==> src/rtl/cache_pkg.sv <==
// Shared types and address-field constants for the direct-mapped cache controller.
// One 32-bit word per line: tag = addr[31:14], index = addr[13:2].
package cache_pkg;

  localparam int TAG_LSB     = 14;
  localparam int INDEX_LSB   = 2;
  localparam int INDEX_WIDTH = 12;
  localparam int TAG_WIDTH   = 18;

  typedef enum logic [2:0] {
    ST_IDLE,
    ST_COMPARE,
    ST_WRITEBACK,
    ST_FETCH,
    ST_REFILL
  } cache_state_e;

endpackage

==> src/rtl/cache_stats.sv <==
// Pair of saturating event counters for cache hit/miss statistics.
// Only instantiated when CACHE_CTRL_STATS_EN is defined.
module cache_stats (
  input  logic        clk,
  input  logic        rst_n,
  input  logic        hit_i,
  input  logic        miss_i,
  output logic [31:0] stat_hits_o,
  output logic [31:0] stat_misses_o
);

  logic [31:0] hits_q;
  logic [31:0] misses_q;

  // Counters stop at all-ones instead of wrapping back to zero.
  always_ff @(posedge clk or negedge rst_n) begin
    if (!rst_n) begin
      hits_q   <= '0;
      misses_q <= '0;
    end else begin
      if (hit_i && (hits_q != '1))
        hits_q <= hits_q + 32'd1;
      if (miss_i && (misses_q != '1))
        misses_q <= misses_q + 32'd1;
    end
  end

  assign stat_hits_o   = hits_q;
  assign stat_misses_o = misses_q;

endmodule

==> src/rtl/cache_ctrl.sv <==
// Write-back, write-allocate controller for a direct-mapped one-word-per-line cache.
// Optional hit/miss counters are built when CACHE_CTRL_STATS_EN is defined.
module cache_ctrl
  import cache_pkg::*;
#(
  parameter int ADDR_WIDTH = 32,
  parameter int DATA_WIDTH = 32,
  parameter int TAG_WIDTH  = ADDR_WIDTH - TAG_LSB
) (
  input  logic                    clk,
  input  logic                    rst_n,
  input  logic                    cpu_req,
  input  logic [DATA_WIDTH/8-1:0] cpu_we,
  input  logic [ADDR_WIDTH-1:0]   cpu_addr,
  input  logic [DATA_WIDTH-1:0]   cpu_wdata,
  output logic [DATA_WIDTH-1:0]   cpu_rdata,
  output logic                    cpu_ready,
  output logic                    cm_en,
  output logic [DATA_WIDTH/8-1:0] cm_we,
  output logic                    cm_allocate,
  output logic [ADDR_WIDTH-1:0]   cm_addr,
  output logic [DATA_WIDTH-1:0]   cm_wdata,
  input  logic [DATA_WIDTH-1:0]   cm_rdata,
  input  logic                    cm_hit,
  input  logic                    cm_dirty,
  input  logic [TAG_WIDTH-1:0]    cm_victim_tag,
  output logic                    mem_req,
  output logic                    mem_we,
  output logic [ADDR_WIDTH-1:0]   mem_addr,
  output logic [DATA_WIDTH-1:0]   mem_wdata,
  input  logic [DATA_WIDTH-1:0]   mem_rdata,
  input  logic                    mem_ready
`ifdef CACHE_CTRL_STATS_EN
  ,
  output logic [31:0]             stat_hits,
  output logic [31:0]             stat_misses
`endif
);

  localparam int BE_WIDTH = DATA_WIDTH / 8;

  cache_state_e            state_q;
  logic [ADDR_WIDTH-1:0]   req_addr_q;
  logic [BE_WIDTH-1:0]     req_we_q;
  logic [DATA_WIDTH-1:0]   req_wdata_q;
  logic [ADDR_WIDTH-1:0]   victim_addr_q;
  logic [DATA_WIDTH-1:0]   victim_data_q;
  logic [DATA_WIDTH-1:0]   refill_buf_q;

  // NOTE: every register here updates with <= so all of them sample the
  // pre-edge values of each other; blocking assignments would chain them.
  always_ff @(posedge clk or negedge rst_n) begin
    if (!rst_n) begin
      state_q       <= ST_IDLE;
      req_addr_q    <= '0;
      req_we_q      <= '0;
      req_wdata_q   <= '0;
      victim_addr_q <= '0;
      victim_data_q <= '0;
      refill_buf_q  <= '0;
    end else begin
      case (state_q)
        ST_IDLE: begin
          if (cpu_req) begin
            req_addr_q  <= cpu_addr;
            req_we_q    <= cpu_we;
            req_wdata_q <= cpu_wdata;
            state_q     <= ST_COMPARE;
          end
        end
        ST_COMPARE: begin
          if (cm_hit) begin
            state_q <= ST_IDLE;
          end else if (cm_dirty) begin
            // Victim shares the request's index; only its stored tag differs.
            victim_addr_q <= {cm_victim_tag, req_addr_q[TAG_LSB-1:INDEX_LSB],
                              {INDEX_LSB{1'b0}}};
            victim_data_q <= cm_rdata;
            state_q       <= ST_WRITEBACK;
          end else begin
            state_q <= ST_FETCH;
          end
        end
        ST_WRITEBACK: begin
          if (mem_ready)
            state_q <= ST_FETCH;
        end
        ST_FETCH: begin
          if (mem_ready) begin
            refill_buf_q <= mem_rdata;
            state_q      <= ST_REFILL;
          end
        end
        ST_REFILL: begin
          state_q <= ST_COMPARE;
        end
        default: begin
          state_q <= ST_IDLE;
        end
      endcase
    end
  end

  // NOTE: every output gets a default before the case so no path leaves one
  // unassigned, which would otherwise infer a latch.
  always_comb begin
    cpu_rdata   = '0;
    cpu_ready   = 1'b0;
    cm_en       = 1'b0;
    cm_we       = '0;
    cm_allocate = 1'b0;
    cm_addr     = '0;
    cm_wdata    = '0;
    mem_req     = 1'b0;
    mem_we      = 1'b0;
    mem_addr    = '0;
    mem_wdata   = '0;
    case (state_q)
      ST_COMPARE: begin
        cm_en   = 1'b1;
        cm_addr = req_addr_q;
        if (cm_hit) begin
          cm_we     = req_we_q;
          cm_wdata  = req_wdata_q;
          cpu_rdata = cm_rdata;
          cpu_ready = 1'b1;
        end
      end
      ST_WRITEBACK: begin
        mem_req   = 1'b1;
        mem_we    = 1'b1;
        mem_addr  = victim_addr_q;
        mem_wdata = victim_data_q;
      end
      ST_FETCH: begin
        mem_req  = 1'b1;
        mem_addr = {req_addr_q[ADDR_WIDTH-1:INDEX_LSB], {INDEX_LSB{1'b0}}};
      end
      ST_REFILL: begin
        cm_en       = 1'b1;
        cm_allocate = 1'b1;
        cm_we       = '1;
        cm_wdata    = refill_buf_q;
        cm_addr     = req_addr_q;
      end
      default: ;
    endcase
  end

`ifdef CACHE_CTRL_STATS_EN
  // Marks the COMPARE that replays an access after a refill, so it is not a hit.
  logic replay_q;
  logic hit_pulse;
  logic miss_pulse;

  always_ff @(posedge clk or negedge rst_n) begin
    if (!rst_n)
      replay_q <= 1'b0;
    else if (state_q == ST_REFILL)
      replay_q <= 1'b1;
    else if (state_q == ST_IDLE)
      replay_q <= 1'b0;
  end

  assign hit_pulse  = (state_q == ST_COMPARE) && cm_hit && !replay_q;
  assign miss_pulse = (state_q == ST_COMPARE) && !cm_hit;

  cache_stats u_stats (
    .clk           (clk),
    .rst_n         (rst_n),
    .hit_i         (hit_pulse),
    .miss_i        (miss_pulse),
    .stat_hits_o   (stat_hits),
    .stat_misses_o (stat_misses)
  );
`endif

endmodule
==> config.mk <==
export PLATFORM = sky130hd
export DESIGN_NAME = cache_ctrl
export DESIGN_NICKNAME = d
export VERILOG_FILES = /design/src/rtl/cache_pkg.sv /design/src/rtl/cache_stats.sv /design/src/rtl/cache_ctrl.sv
export SDC_FILE = /design/constraint.sdc
export NUM_CORES = 1
export LEC_CHECK = 0
export BUFFER_PORTS_ARGS = -buffer_cell sky130_fd_sc_hd__buf_2
export CAP_MARGIN = 25
export CORE_ASPECT_RATIO = 0.9
export CORE_MARGIN = 3
export CORE_UTILIZATION = 45
export CTS_BUF_LIST = sky130_fd_sc_hd__clkbuf_16
export CTS_CLUSTER_SIZE = 25
export DETAILED_ROUTE_END_ITERATION = 7
export GPL_ROUTABILITY_DRIVEN = 0
export GPL_TIMING_DRIVEN = 0
export PLACE_DENSITY_LB_ADDON = 0.05
export SYNTH_ARGS = -nofsm -noshare
export SYNTH_HDL_FRONTEND = slang
export SYNTH_HIERARCHICAL = 1
export SYNTH_SLANG_ARGS = --single-unit
==> constraint.sdc <==
create_clock -name clk -period 2.49 [get_ports clk]
set_clock_uncertainty 0.2 [all_clocks]
set_input_delay 0.498 -clock clk [delete_from_list [all_inputs] [get_ports clk]]
set_output_delay 0.498 -clock clk [all_outputs]
set_load 0.03 [all_outputs]
==> reports/qor.txt <==
Outcome: finished, violations left
Failing checks: setup timing
Worst hold stages: 2
Final hold violation count: 0
Global route total overflow: 0
CP required: 1790 ps
Vias in the first global route: 6660
Clock power share: 0.158
Routed Antenna Nets: 0
Clk sinks: 165
Yosys top cell area share: 0.5184
First-pass GRT wire length: 37.01 mm
Initial DRT Pass Iterations: 4
CTS tree: built
Final period util: 1.049
R2R depth: 8
DRT iter0 DRCs: 173
Most common cell in the netlist: dfrtp_1
Ys flop type: dfrtp_1
Util after Layout: 0.7242
Tot GR Track Use: 0.2412
Final setup viols: 101
Final slew viol count: 0
Layout overhead on the synthesized area: 55.62%
Switching share of power: 0.3771
Initial antenna violation count: 7
Syn Inst Count: 584
IO buf count: 322
Reg2reg start: state_q[0]$_DFFE_PN0P_
Clk slew on worst S/H paths: 60 ps
Synth warn: 6
Wirelength per Cell: 19.97 µm
Core Footprint: 17120 µm²
Die height: 132.2 µm
RSZ-0062 raised after global routing: true
Fraction of final layout cells sized beyond drive strength 1: 0.7274
DRC errors left: 0
Area after DPL: 9913 µm²
I/O pin cnt: 325
Syn Area/Cell: 13.64 µm²
Count of cell types in the netlist: 26
FFs w/ async S/R, synth: 1.000
Initial Util: 0.4654
Critical path arrival: 1910 ps
Pwr dens: 1363 nW/µm²
Combinational fraction of design power: 0.552
CTS Buffer Depth: 2
Largest net degree at the start of global routing: 112
CTS Buf Count: 17
FP Rows: 45
Int Power: 0.01053 W
Worst reg-to-reg setup slack: 170 ps
Chip width: 146.2 µm
Commonest cells in the netlist: dfrtp_1 (165), mux2_2 (102), and2_1 (96)
Worst skew pair latency: 420 ps
H-tree depth: 4
Worst Path Max Fanout: 9
Hold Path Sink: state_q[0]$_DFFE_PN0P_
Area contributors post-synth: dfrtp_1 (52%), mux2_2 (14%), mux2_4 (11%)
Die area: 19340 µm²
WL final: 24.17 mm
Fill cells: 1241
Vias: 6172
Dominant cell type by area after synthesis: dfrtp_1
Hold_sp: cm_dirty
Clock root cell: clkbuf_16
Sequential power share: 0.290
R2r endpoint: victim_addr_q[23]$_DFFE_PN0P_
Layout Nets: 1115
Crit end category: primary output
Post-synth EDFFs: 0
VDD IR max: 0.6664 mV
Post-route setup slack: -121.3 ps
Max Fclk: 0.3829 GHz
Worst Max-Slew Pin Slew: 586.9 ps
Leak: 6.210 nW
Max Cap Viol: 0
Final min period: 2611 ps
Post-route cell area: 12400 µm²
Mapped Area: 7965 µm²
Vias/cell: 5.101
Worst Hold Class: in -> reg
Startpoint Class: register
Rel. slew slack: 0.6088
P_sw: 0.006373 W
CP Class: reg -> out
Sequential fraction of the synthesis area: 0.5184
Register bit total from synthesis: 165
Half-perimeter wire length after placement: 16.48 mm
-- state kept, by name (all words and copies together), names as in the netlist --
signal and flops:
req_addr_q 32, req_wdata_q 32, victim_data_q 32, refill_buf_q 32
state_q 3, victim_addr_q 30, req_we_q 4
-- layer usage --
layer | routed length, µm | vias to the layer above | GRT usage
li1 | - | 2778 | -
met1 | 9729 | 3117 | 0.2988
met2 | 12200 | 228 | 0.4058
met3 | 1695 | 41 | 0.07528
met4 | 495 | 8 | 0.07524
met5 | 48 | - | 0
-- cell type report --
cell class | instances | area (µm²) | share of cell area
tap | 235 | 294.0 | 0.02372
buffer | 41 | 534.3 | 0.04310
clock buffer | 17 | 425.4 | 0.03432
timing repair buffer | 359 | 2979 | 0.2403
clock inverter | 15 | 167.7 | 0.01353
inverter | 2 | 7.507 | 0.0006056
multi-input combinational | 373 | 3850 | 0.3106
antenna | 3 | 7.507 | 0.0006056
sequential | 165 | 4130 | 0.3332
-- power groups by stage --
stage / Sequential, W / Combinational (W) / Clock, W
3_3_place_gp: 0.00476 / 0.00673 / 0
3_5_place_dp: 0.00487 / 0.00685 / 0
4_1_cts: 0.00484 / 0.00867 / 0.00272
6_report: 0.00491 / 0.00932 / 0.00267
5_1_grt: 0.00507 / 0.00980 / 0.00283
2_1_floorplan: 0.00460 / 0.00518 / 0
-- per-stage QoR --
step / hold WS [ps] / setup slack, ps / setup TNS (ps) / instances / total power (W)
2_1_floorplan: 2.409 / 14.72 / 0 / 585 / 0.009782
3_3_place_gp: 281.9 / -1784 / -325240 / 1142 / 0.01149
3_5_place_dp: 245.5 / -799.9 / -38400 / 1143 / 0.01172
4_1_cts: 57.40 / -178.2 / -11430 / 1203 / 0.01624
5_1_grt: 76.36 / -211.1 / -15190 / 1210 / 0.01771
6_report: 71.04 / -121.3 / -5436 / 1210 / 0.01690
-- placed cells by master, fill, tap and decap left out, drive strengths merged --
cell,Yosys,routed
diode,0,3
or4b,1,1
clkbuf,19,27
nand3,1,1
o41ai,1,1
conb,1,2
nand2b,2,2
xnor2,2,2
clkinv,0,3
and2,96,96
dlygate4sd3,0,1
buf,26,389
o32a,1,1
a2bb2oi,1,1
bufinv,0,2
inv,2,9
a21o,4,4
nor2,34,34
clkinvlp,0,3
nor4b,1,1
nor3b,2,2
a22o,32,32
mux2i,30,30
dfrtp,165,165
nand2,1,1
mux2,162,162
-- worst max-delay path, stage by stage, from the launching register on --
cell and delay [ps]:
dfrtp_2 400, buf_6 110, nand2b_4 60, nor3b_4 230
buf_6 140, buf_8 120, buf_12 120, a22o_1 160
buf_6 140
-- cell families after synthesis --
group / count (synthesis) / synth area share
flops: 165 / 0.5184
other cells: 1 / 0.0004708
compound gates: 39 / 0.04241
simple gates: 138 / 0.1018
buf+inv: 47 / 0.03974
mux: 192 / 0.2950
xor+xnor: 2 / 0.002200
-- worst max-delay path by stage --
| stage | depth (start not counted) | slack (ps) | start | end |
|---|---|---|---|---|
| after floorplan | 6 | 10 | state_q[2]$_DFFE_PN0P_ | mem_wdata[22] |
| after global placement | 1 | -1780 | rst_n | req_wdata_q[14]$_DFFE_PN0P_ |
| after detailed placement | 7 | -800 | state_q[1]$_DFFE_PN0P_ | cpu_rdata[0] |
| after CTS | 7 | -180 | state_q[1]$_DFFE_PN0P_ | cm_wdata[14] |
| after global routing | 8 | -210 | state_q[0]$_DFFE_PN0P_ | cm_wdata[20] |
| final | 8 | -120 | state_q[0]$_DFFE_PN0P_ | cm_wdata[25] |
-- what timing repair did --
action                                  CTS  global route
hold endpoints to repair                 54             0
endpoints found under the setup margin  166           179
hold buffers                              1             0
cloned                                   10             3
resized for setup                       380           154
setup buffers                            19             3
pin swaps                                36            37
Power figures use the tool's default switching activity.
